## config.mk

```make
export PLATFORM = sky130hd
export DESIGN_NAME = log2_32_iter
export DESIGN_NICKNAME = d
export VERILOG_FILES = /design/src/rtl/log2_32_iter.sv
export SDC_FILE = /design/constraint.sdc
export NUM_CORES = 1
export LEC_CHECK = 0
export ABC_AREA = 1
export ABC_CLOCK_PERIOD_IN_PS = 2700
export BUFFER_PORTS_ARGS = -buffer_cell sky130_fd_sc_hd__buf_2
export CAP_MARGIN = 25
export CORE_MARGIN = 5
export CORE_UTILIZATION = 60
export DETAILED_ROUTE_END_ITERATION = 7
export PLACE_DENSITY = 0.79
export SLEW_MARGIN = 5
export SYNTH_ARGS = -nofsm -noshare
export SYNTH_HDL_FRONTEND = slang
export SYNTH_SLANG_ARGS = --single-unit
export TNS_END_PERCENT = 50
```

## constraint.sdc

```tcl
create_clock -name Clock -period 2.7 [get_ports Clock]
set_input_delay 0.135 -clock Clock [delete_from_list [all_inputs] [get_ports Clock]]
set_output_delay 0.135 -clock Clock [all_outputs]
set_load 0.01 [all_outputs]
```

## src/rtl/log2_32_iter.sv

```systemverilog
// Iterative floor-log2 of a 32-bit operand: 5-step binary search, one step per clock.
// Ports: Clock, Reset (async, active-high), Start/Input request; Output, Zero, IsPow2, Busy, Done.
module log2_32_iter (
    input  logic        Clock,
    input  logic        Reset,
    input  logic        Start,
    input  logic [31:0] Input,
    output logic [4:0]  Output,
    output logic        Zero,
    output logic        IsPow2,
    output logic        Busy,
    output logic        Done
);

    typedef enum logic {IDLE, SEARCH} state_t;

    state_t      state;
    logic [31:0] v;
    logic [31:0] opnd;
    logic [4:0]  r;
    logic [2:0]  k;

    logic [5:0]  sh;
    logic [31:0] v_sh;
    logic [31:0] v_next;
    logic [4:0]  r_next;
    logic        pow2;

    // One search step: probe the upper 2^k bits of what remains.
    always_comb begin
        sh     = 6'd1 << k;
        v_sh   = v >> sh;
        v_next = v;
        r_next = r;
        if (v_sh != 32'd0) begin
            v_next    = v_sh;
            r_next[k] = 1'b1;
        end
    end

    assign pow2 = (opnd != 32'd0) && ((opnd & (opnd - 32'd1)) == 32'd0);

    always_ff @(posedge Clock or posedge Reset) begin
        if (Reset) begin
            state  <= IDLE;
            v      <= 32'd0;
            opnd   <= 32'd0;
            r      <= 5'd0;
            k      <= 3'd4;
            Output <= 5'd0;
            Zero   <= 1'b0;
            IsPow2 <= 1'b0;
            Busy   <= 1'b0;
            Done   <= 1'b0;
        end else begin
            Done <= 1'b0;
            unique case (state)
                IDLE: begin
                    if (Start) begin
                        v     <= Input;
                        opnd  <= Input;
                        r     <= 5'd0;
                        k     <= 3'd4;
                        Busy  <= 1'b1;
                        state <= SEARCH;
                    end
                end
                SEARCH: begin
                    v <= v_next;
                    r <= r_next;
                    if (k == 3'd0) begin
                        // Last step: publish results from the untouched operand copy.
                        Output <= r_next;
                        Zero   <= (opnd == 32'd0);
                        IsPow2 <= pow2;
                        Done   <= 1'b1;
                        Busy   <= 1'b0;
                        k      <= 3'd4;
                        state  <= IDLE;
                    end else begin
                        k <= k - 3'd1;
                    end
                end
            endcase
        end
    end

endmodule

```

Word level (Yosys, flattened, before mapping) --
Index checks and enable logic that the tools add are counted.
Storage, ports and cells: register bits 82, bits in latches 0, bits in writable memories 0, bits in read-only memories 0, input bits 35, output and inout port bits 9, memories 0
Operators by class: add/subtract/negate cells 2, multipliers 0, div/mod/pow operators 0, order comparisons 2, equal/unequal tests 3, shift operators 2, mux-type cells 19, bitwise logic cells 3, reduce and logical (&&, ||, !) cells 11
Operators by type and width (number):
- 32-bit logical NOT | 2
- 32-bit two-way mux | 2
- 32-bit case mux with 2 select lines | 1
- 32-bit nonzero test | 2
- 32-bit bitwise AND | 1
- 32-bit by 6-bit >> shifter with 32-bit output | 1
- 32-bit by 1-bit subtractor with 32-bit output (second input constant) | 1
- 5-bit two-way mux | 2
- 5-bit case mux with 2 select lines | 1
- 2-bit AND reduction | 4
- 1-bit two-way mux | 7
- 3-bit two-way mux | 2
- 3-bit case mux with 2 select lines | 1
- 1-bit by 3-bit left shift with 6-bit output (first input constant) | 1
- 5-bit bitwise OR | 1
- 3-bit by 4-bit less-than comparator with 1-bit output (second input constant) | 1
- 2-bit by 1-bit inequality test with 1-bit output (second input constant) | 2
- 1-bit case mux with 2 select lines | 2
- 1-bit demux with 3-bit select | 1
- 3-bit by 1-bit greater-or-equal comparator with 1-bit output (second input constant) | 1
- 3-bit logical NOT | 1
- 3-bit by 1-bit subtractor with 3-bit output (second input constant) | 1
- 1-bit logical AND | 2
- 2-bit inequality test (second input constant) | 1
- 1-bit NOT | 1

Longest topological paths before layout --
Gate-level depths: netlist of the first run.
word-level depth 7, gate-level depth with buffers 20, depth with buffers taken out 19

Worst setup path before layout of the first run --
OpenSTA, ideal clock, no wires.
kind register to register, start register k[2], end register v[0], setup time 0.118 ns, arrival 2.170 ns, required time 2.582 ns, slack 0.412 ns, stages on the path, launching flop included 16, path buffers 3, clock period less this slack 2.288 ns, path through dfstp_2 > buf_6 > nor2_8 > buf_4 > or2_2 > o211ai_1 > nand2_1 > nand3_1 > nand2_1 > nand3_1 > nand3_1 > nor2_4 > nand4_2 > buf_2 > nand3_1 > nand2_1
On the way: word-level cells in the longest chain between the ends 5, elaborated cells between the ends (all ways) 7, those cells by class eq/ne (1); shift (2); mux (2); reduce/logical (2)
RTL lines:
- from (decl) | RTL line 21 | logic [2:0] k;
- from (signal assigned) | RTL line 81 | k <= k - 3'd1;
- 1-bit by 3-bit left shift with 6-bit output * | RTL line 31 | sh = 6'd1 << k;
- 32-bit by 6-bit >> shifter with 32-bit output * | RTL line 32 | v_sh = v >> sh;
- 32-bit nonzero test | RTL line 35 | if (v_sh != 32'd0) begin
- 2-bit by 1-bit inequality test with 1-bit output (no line)
- 2-bit AND reduction (no line)
- to (signal assigned) | RTL line 60 | v <= Input;
- to (signal assigned) | RTL line 69 | v <= v_next;
- to (decl) | RTL line 18 | logic [31:0] v;
Mark *: on every way between the ends. The rest lies on a longest branch, timed or not. The select of a mux whose other input is x is not followed. A chain may end at the register's enable or synchronous reset.

Final worst setup path of the first run --
start register k[2], end register r[4]
On the way: word-level cells in the longest chain between the ends 7, elaborated cells between the ends (all ways) 11, those cells by class order compare (2); shift (2); mux (4); bitwise (1); reduce/logical (2)
RTL lines:
- parallel branches: the longest is 5 deep, another holds 32-bit by 6-bit >> shifter with 32-bit output
- 5-bit two-way mux * | RTL line 35
- 5-bit case mux with 2 select lines * | RTL line 57 | unique case (state)
- to (signal assigned) | RTL line 70 | r <= r_next;
- to (decl) | RTL line 20 | logic [4:0] r;
Every way passes the cells marked *.

==> run metrics, run 1 <==
Critical Path AT 2.95 ns; EDFF count, synth 0; DR WL met2 9.24 mm; Crit. Startpoint k[2]$_DFFE_PP1P_; Via-to-Cell Ratio 6.28; post-DR wirelength/cell 18.8 um; most common cell after layout, fill and taps aside nand2_1; startpoint types flip-flop; DPL Wire Length 14.5 mm; Clock transition at path regs 0.09 ns; synthesized area per cell 6.72 um2; sequential share of the synthesized area 0.343; WS Path Type reg2reg; post-synthesis cell area 5980 um2; Max Cap Viol 0; antenna viol nets, final 0; DRT iter0 DRCs 934; clk_skew 0.0125 ns; relative slew slack 0.698; initial antenna violation count 0; via count 6817; status complete, no violations; antenna cell count 0; leakage 3.47 nW; crit path to r[4]$_DFFE_PP0P_; ranking of synthesized cells by area dfrtp_1 34%, nand2_1 17%, nand3_1 15%; area fraction of the dominant cell type after synthesis 0.339; Synth Net Count 925; Post-Syn Instances 890; highest clock rate 372 MHz; crit end category flip-flop; Core Rows 36; commonest non-fill, non-tap cells in the layout 265 x nand2_1, 160 x nand3_1, 80 x dfrtp_1; PwrDens 1460 nW/um2; Peak VDD IR 0.808 mV; Period minus WS final 2.69 ns; HP Class in2reg; grt total ovfl 0; post-route cell area 7100 um2; ys flop type dfrtp_1; Critical Path RT 2.96 ns; Nets 983; Pins Over Slew Limit 0; asr flop ratio synth 1.00; Initial Utilization 0.615; reg-to-reg critical path endpoint r[4]$_DFFE_PP0P_; Post-Route WL 20.4 mm; Port Buffers 43; RSZ-0062 raised after global routing true; final core occ 0.730; Register-to-Register Path Depth 18; latest clock arrival within the worst-skew pair 0.37 ns; Die X 110 um; final hold vios 0; clock root buffer clkbuf_8; largest net degree at the start of global routing 53; CTS tree done; WL met3 2.36 mm; CTS Buf Count 9; ratio of cells with drive above 1 in the final layout 0.220; vias in the first global route 6171; Die Area 12100 um2; Tcrit/Tclk final 0.996; GRT Total Usage 0.342; Final setup violation count 0; CTS sink cnt 82; H-tree depth 3; Worst Max-Slew Pin Slew 0.452 ns; synth warn 0; count of cell types in the netlist 44; DRT Pass-1 Iters 6; met1 WL 7.98 mm; I/O Pins 44; Final Non-Filler Cells 1086; Seq cells post-synth 82; Area after DPL 6440 um2; RePlAce Congestion 1.03; CP max FO 7; die span in y 110 um; Top Metal Used met4; Post-route DRC 0; Core Region 9730 um2; Area Overhead vs Synth 18.7%; CTS Buffer Depth 2; cell accounting for the most synthesized area dfrtp_1; global-route wire length before repair 31.9 mm; placed cell count 1053; Worst R2R Setup Slack 0.01 ns; reg-to-reg startpoint k[2]$_DFFE_PP1P_
what timing repair did:
| item | CTS | global route |
|---|---|---|
| hold endpoints to repair | 21 | 0 |
| setup endpoints to repair | 35 | 41 |
| setup buffers | 1 | 11 |
| resized for setup | 4 | 61 |
| hold buffers | 2 | 0 |
| gates cloned | 0 | 3 |
| pin swaps | 0 | 14 |
synth_stat cells (all sizes together) (5+ instances only):
master,n
o21ai,54
mux2,23
clkbuf,20
a21oi,26
nand2,283
nand3,183
nor2,82
buf,27
nand4,23
inv,59
o211ai,5
dfrtp,81
power by group:
group          leakage, nW  switching, mW  internal, mW
Clock               0.0833          0.500         0.347
Combinational         2.38           4.44          2.60
Sequential            1.01          0.647          1.83
Total                 3.47           5.58          4.78
metal layers:
metal / global-route usage / vias up
met3: 0.0634 / 94
li1: - / 3086
met2: 0.531 / 489
met4: 0.118 / 0
met1: 0.481 / 3148
met5: 0 / -
final cells by class:
type	count	area (um2)
multi-input combinational	701	3710
fill	767	2630
sequential	82	2050
timing repair buffer	93	742
inverter	61	246
tap	133	166
clock buffer	9	124
clock inverter	7	57.6
cells by family after synthesis:
logic type | count (synthesis) | share of synthesized area
buffers and inverters | 108 | 0.0836
multiplexers | 23 | 0.0433
adder cells (fa/ha/maj) | 1 | 0.00167
AND/OR/NAND/NOR | 581 | 0.442
flip-flops | 82 | 0.343
AO/OA/AOI/OAI | 95 | 0.0866
through the flow:
step                      hold slack (ns)  worst slack (ns)  total power [mW]  setup TNS (ns)
after floorplan                     0.279             0.412              6.65               0
after global placement              0.115            -0.121              8.28           -3.61
after detailed placement            0.130            -0.169              8.44           -4.52
after CTS                         0.00593           -0.0103              9.35         -0.0103
after global routing               0.0155            -0.133              11.1           -3.39
final                              0.0132            0.0111              10.4               0
worst min-delay path by stage:
| stage | start | to | slack (ns) | cells after the start |
|---|---|---|---|---|
| 2_1_floorplan | Input[2] | opnd[2]$_DFFE_PP0P_ | 0.28 | 2 |
| 3_3_place_gp | Reset | Zero$_DFFE_PP0P_ | 0.12 | 2 |
| 3_5_place_dp | Reset | Zero$_DFFE_PP0P_ | 0.13 | 2 |
| 4_1_cts | Input[29] | opnd[29]$_DFFE_PP0P_ | 0.006 | 2 |
| 5_1_grt | Input[29] | opnd[29]$_DFFE_PP0P_ | 0.02 | 2 |
| 6_report | Input[29] | opnd[29]$_DFFE_PP0P_ | 0.01 | 2 |
flip-flops by register name, indices dropped and copies added (netlist names):
signal and count:
v 32, Busy 1, IsPow2 1, Zero 1, k 3, Output 5
opnd 32, r 5, state 1, Done 1
worst max-delay path, stage by stage, from the launching register on:
cell	delay, ns
dfstp_2	0.61
buf_12	0.12
nor2_8	0.07
clkbuf_16	0.18
nand3_2	0.08
nand2_2	0.06
nor2_4	0.14
nand2_1	0.09
o21ai_2	0.07
nor2_2	0.07
nor2_1	0.10
nand2_1	0.07
nor2_1	0.10
nand2_1	0.09
nor2_4	0.17
nand3_4	0.19
buf_6	0.19
a21oi_1	0.12
nor2_1	0.06
Power figures use the tool's default switching activity.
==> inputs of run 2 (changes only) <==
Settings changed: SETUP_SLACK_MARGIN set to 0.05.
==> run 2 against run 1 <==
Against the previous run: the flow now finishes with violations (setup timing); final area shrank 0.72%; utilization shrank 0.53 points; non-clock buffer count grew 1; critical path type unchanged; critical endpoint unchanged.
==> run metrics, run 2 (synthesis results as in run 1) <==
failing checks setup timing; via count 6815; Initial Utilization 0.615; antenna viol nets, final 0; Period minus WS final 2.73 ns; initial antenna violation count 0; Nets 984; Final setup violation count 2; Pins Over Slew Limit 0; CP max FO 7; Final Power 10.3 mW; Post-Route WL 20.4 mm; CTS tree done; Via-to-Cell Ratio 6.27; CTS Buf Count 9; DRT Pass-1 Iters 8; Core Region 9730 um2; filler instances 778; RePlAce Congestion 1.03; highest clock rate 366 MHz; largest net degree at the start of global routing 53; CTS Buffer Depth 2; final core occ 0.725; relative slew slack 0.704; Core Rows 36; die span in y 110 um; Die Area 12100 um2; Clock transition at path regs 0.09 ns; setup TNS -0.0360 ns; final hold vios 0; latest clock arrival within the worst-skew pair 0.37 ns; Critical Path RT 2.96 ns; Worst Max-Slew Pin Slew 0.444 ns; antenna cell count 0; worst slack, placed -0.169 ns; CTS sink cnt 82; PwrDens 1450 nW/um2; Max Cap Viol 0; crit end category flip-flop; Area Overhead vs Synth 17.9%; DRT iter0 DRCs 1018; H-tree depth 3; startpoint types flip-flop; global-route wire length before repair 32.1 mm; WS Path Type reg2reg; commonest non-fill, non-tap cells in the layout 266 x nand2_1, 165 x nand3_1, 80 x dfrtp_1; HP Class in2reg; leakage 3.45 nW; Critical Path AT 2.99 ns; Die X 110 um; RSZ-0062 raised after global routing true; ratio of cells with drive above 1 in the final layout 0.212; DPL Wire Length 14.5 mm; GRT Total Usage 0.344; most common cell after layout, fill and taps aside nand2_1; grt total ovfl 0; I/O Pins 44; Peak VDD IR 0.793 mV; clock root buffer clkbuf_8; vias in the first global route 6228; Hold Path Depth 2; Setup WS post-layout -0.0322 ns; Port Buffers 43; post-DR wirelength/cell 18.8 um; Post-route DRC 0; clk_skew 0.0150 ns; biggest regs opnd x32, v x32; Tcrit/Tclk final 1.01; status finished with violations; Register-to-Register Path Depth 17
-- run 2: stage by stage --
step	instances	hold slack (ns)	area (um2)
finish	1087	0.0131	7050
global route	1087	0.0155	7050
CTS	1073	0.00593	6700
detailed placement	1053	0.130	6440
global placement	1053	0.115	6440
floorplan	890	0.279	5980
-- run 2: routing by layer --
metal	track usage	share of wire	vias up
li1	-	-	3093
met3	0.0669	0.11	88
met1	0.481	0.39	3164
met5	0	0	-
met4	0.124	0.044	0
met2	0.532	0.45	470
-- run 2: final timing paths --
| kind | startpoint | endpoint | slack, ns |
|---|---|---|---|
| setup / recovery | k[2]$_DFFE_PP1P_ | r[4]$_DFFE_PP0P_ | -0.03 |
| max in group asynchronous | Reset | v[14]$_DFFE_PP0P_ | 1.65 |
| setup reg to reg | k[2]$_DFFE_PP1P_ | r[4]$_DFFE_PP0P_ | -0.03 |
| min in group asynchronous | Reset | Zero$_DFFE_PP0P_ | 0.28 |
| hold reg to reg | Output[1]$_DFFE_PP0P_ | Output[1]$_DFFE_PP0P_ | 0.48 |
| hold / removal | Input[29] | opnd[29]$_DFFE_PP0P_ | 0.01 |
-- run 2: area by class of cell --
class / count / area, um2 / share of cell area
inverter: 61 / 244 / 0.0346
multi-input combinational: 701 / 3660 / 0.519
clock inverter: 7 / 57.6 / 0.00816
tap: 133 / 166 / 0.0236
clock buffer: 9 / 124 / 0.0176
timing repair buffer: 94 / 749 / 0.106
sequential: 82 / 2050 / 0.291
-- run 2: where the power goes --
group | internal [mW] | switching [mW] | total (mW)
clock network | 0.347 | 0.501 | 0.848
registers | 1.83 | 0.646 | 2.47
logic | 2.56 | 4.38 | 6.94
-- run 2: repair_timing --
action | 4_1_cts | 5_1_grt
hold buffers | 2 | 0
endpoints found under the setup margin | 38 | 41
resized for setup | 5 | 47
cloned | 1 | 2
pin swaps | 1 | 23
endpoints found under the hold margin | 21 | 0
setup buffers | 1 | 12
-- run 2: worst max-delay path, cell delays in order (launching register included) --
cell and delay, ns:
dfstp_2 0.41, buf_12 0.13, nor2_8 0.25, clkbuf_16 0.23, nand3_1 0.07, nand3_1 0.14, nand3_1 0.14, nand3_1 0.11
nand2_1 0.07, nand2_2 0.11, nand2_1 0.06, nor2_1 0.08, nand2_1 0.09, nor2_4 0.16, nand3_4 0.19, buf_6 0.19
a21oi_1 0.12, nor2_1 0.05
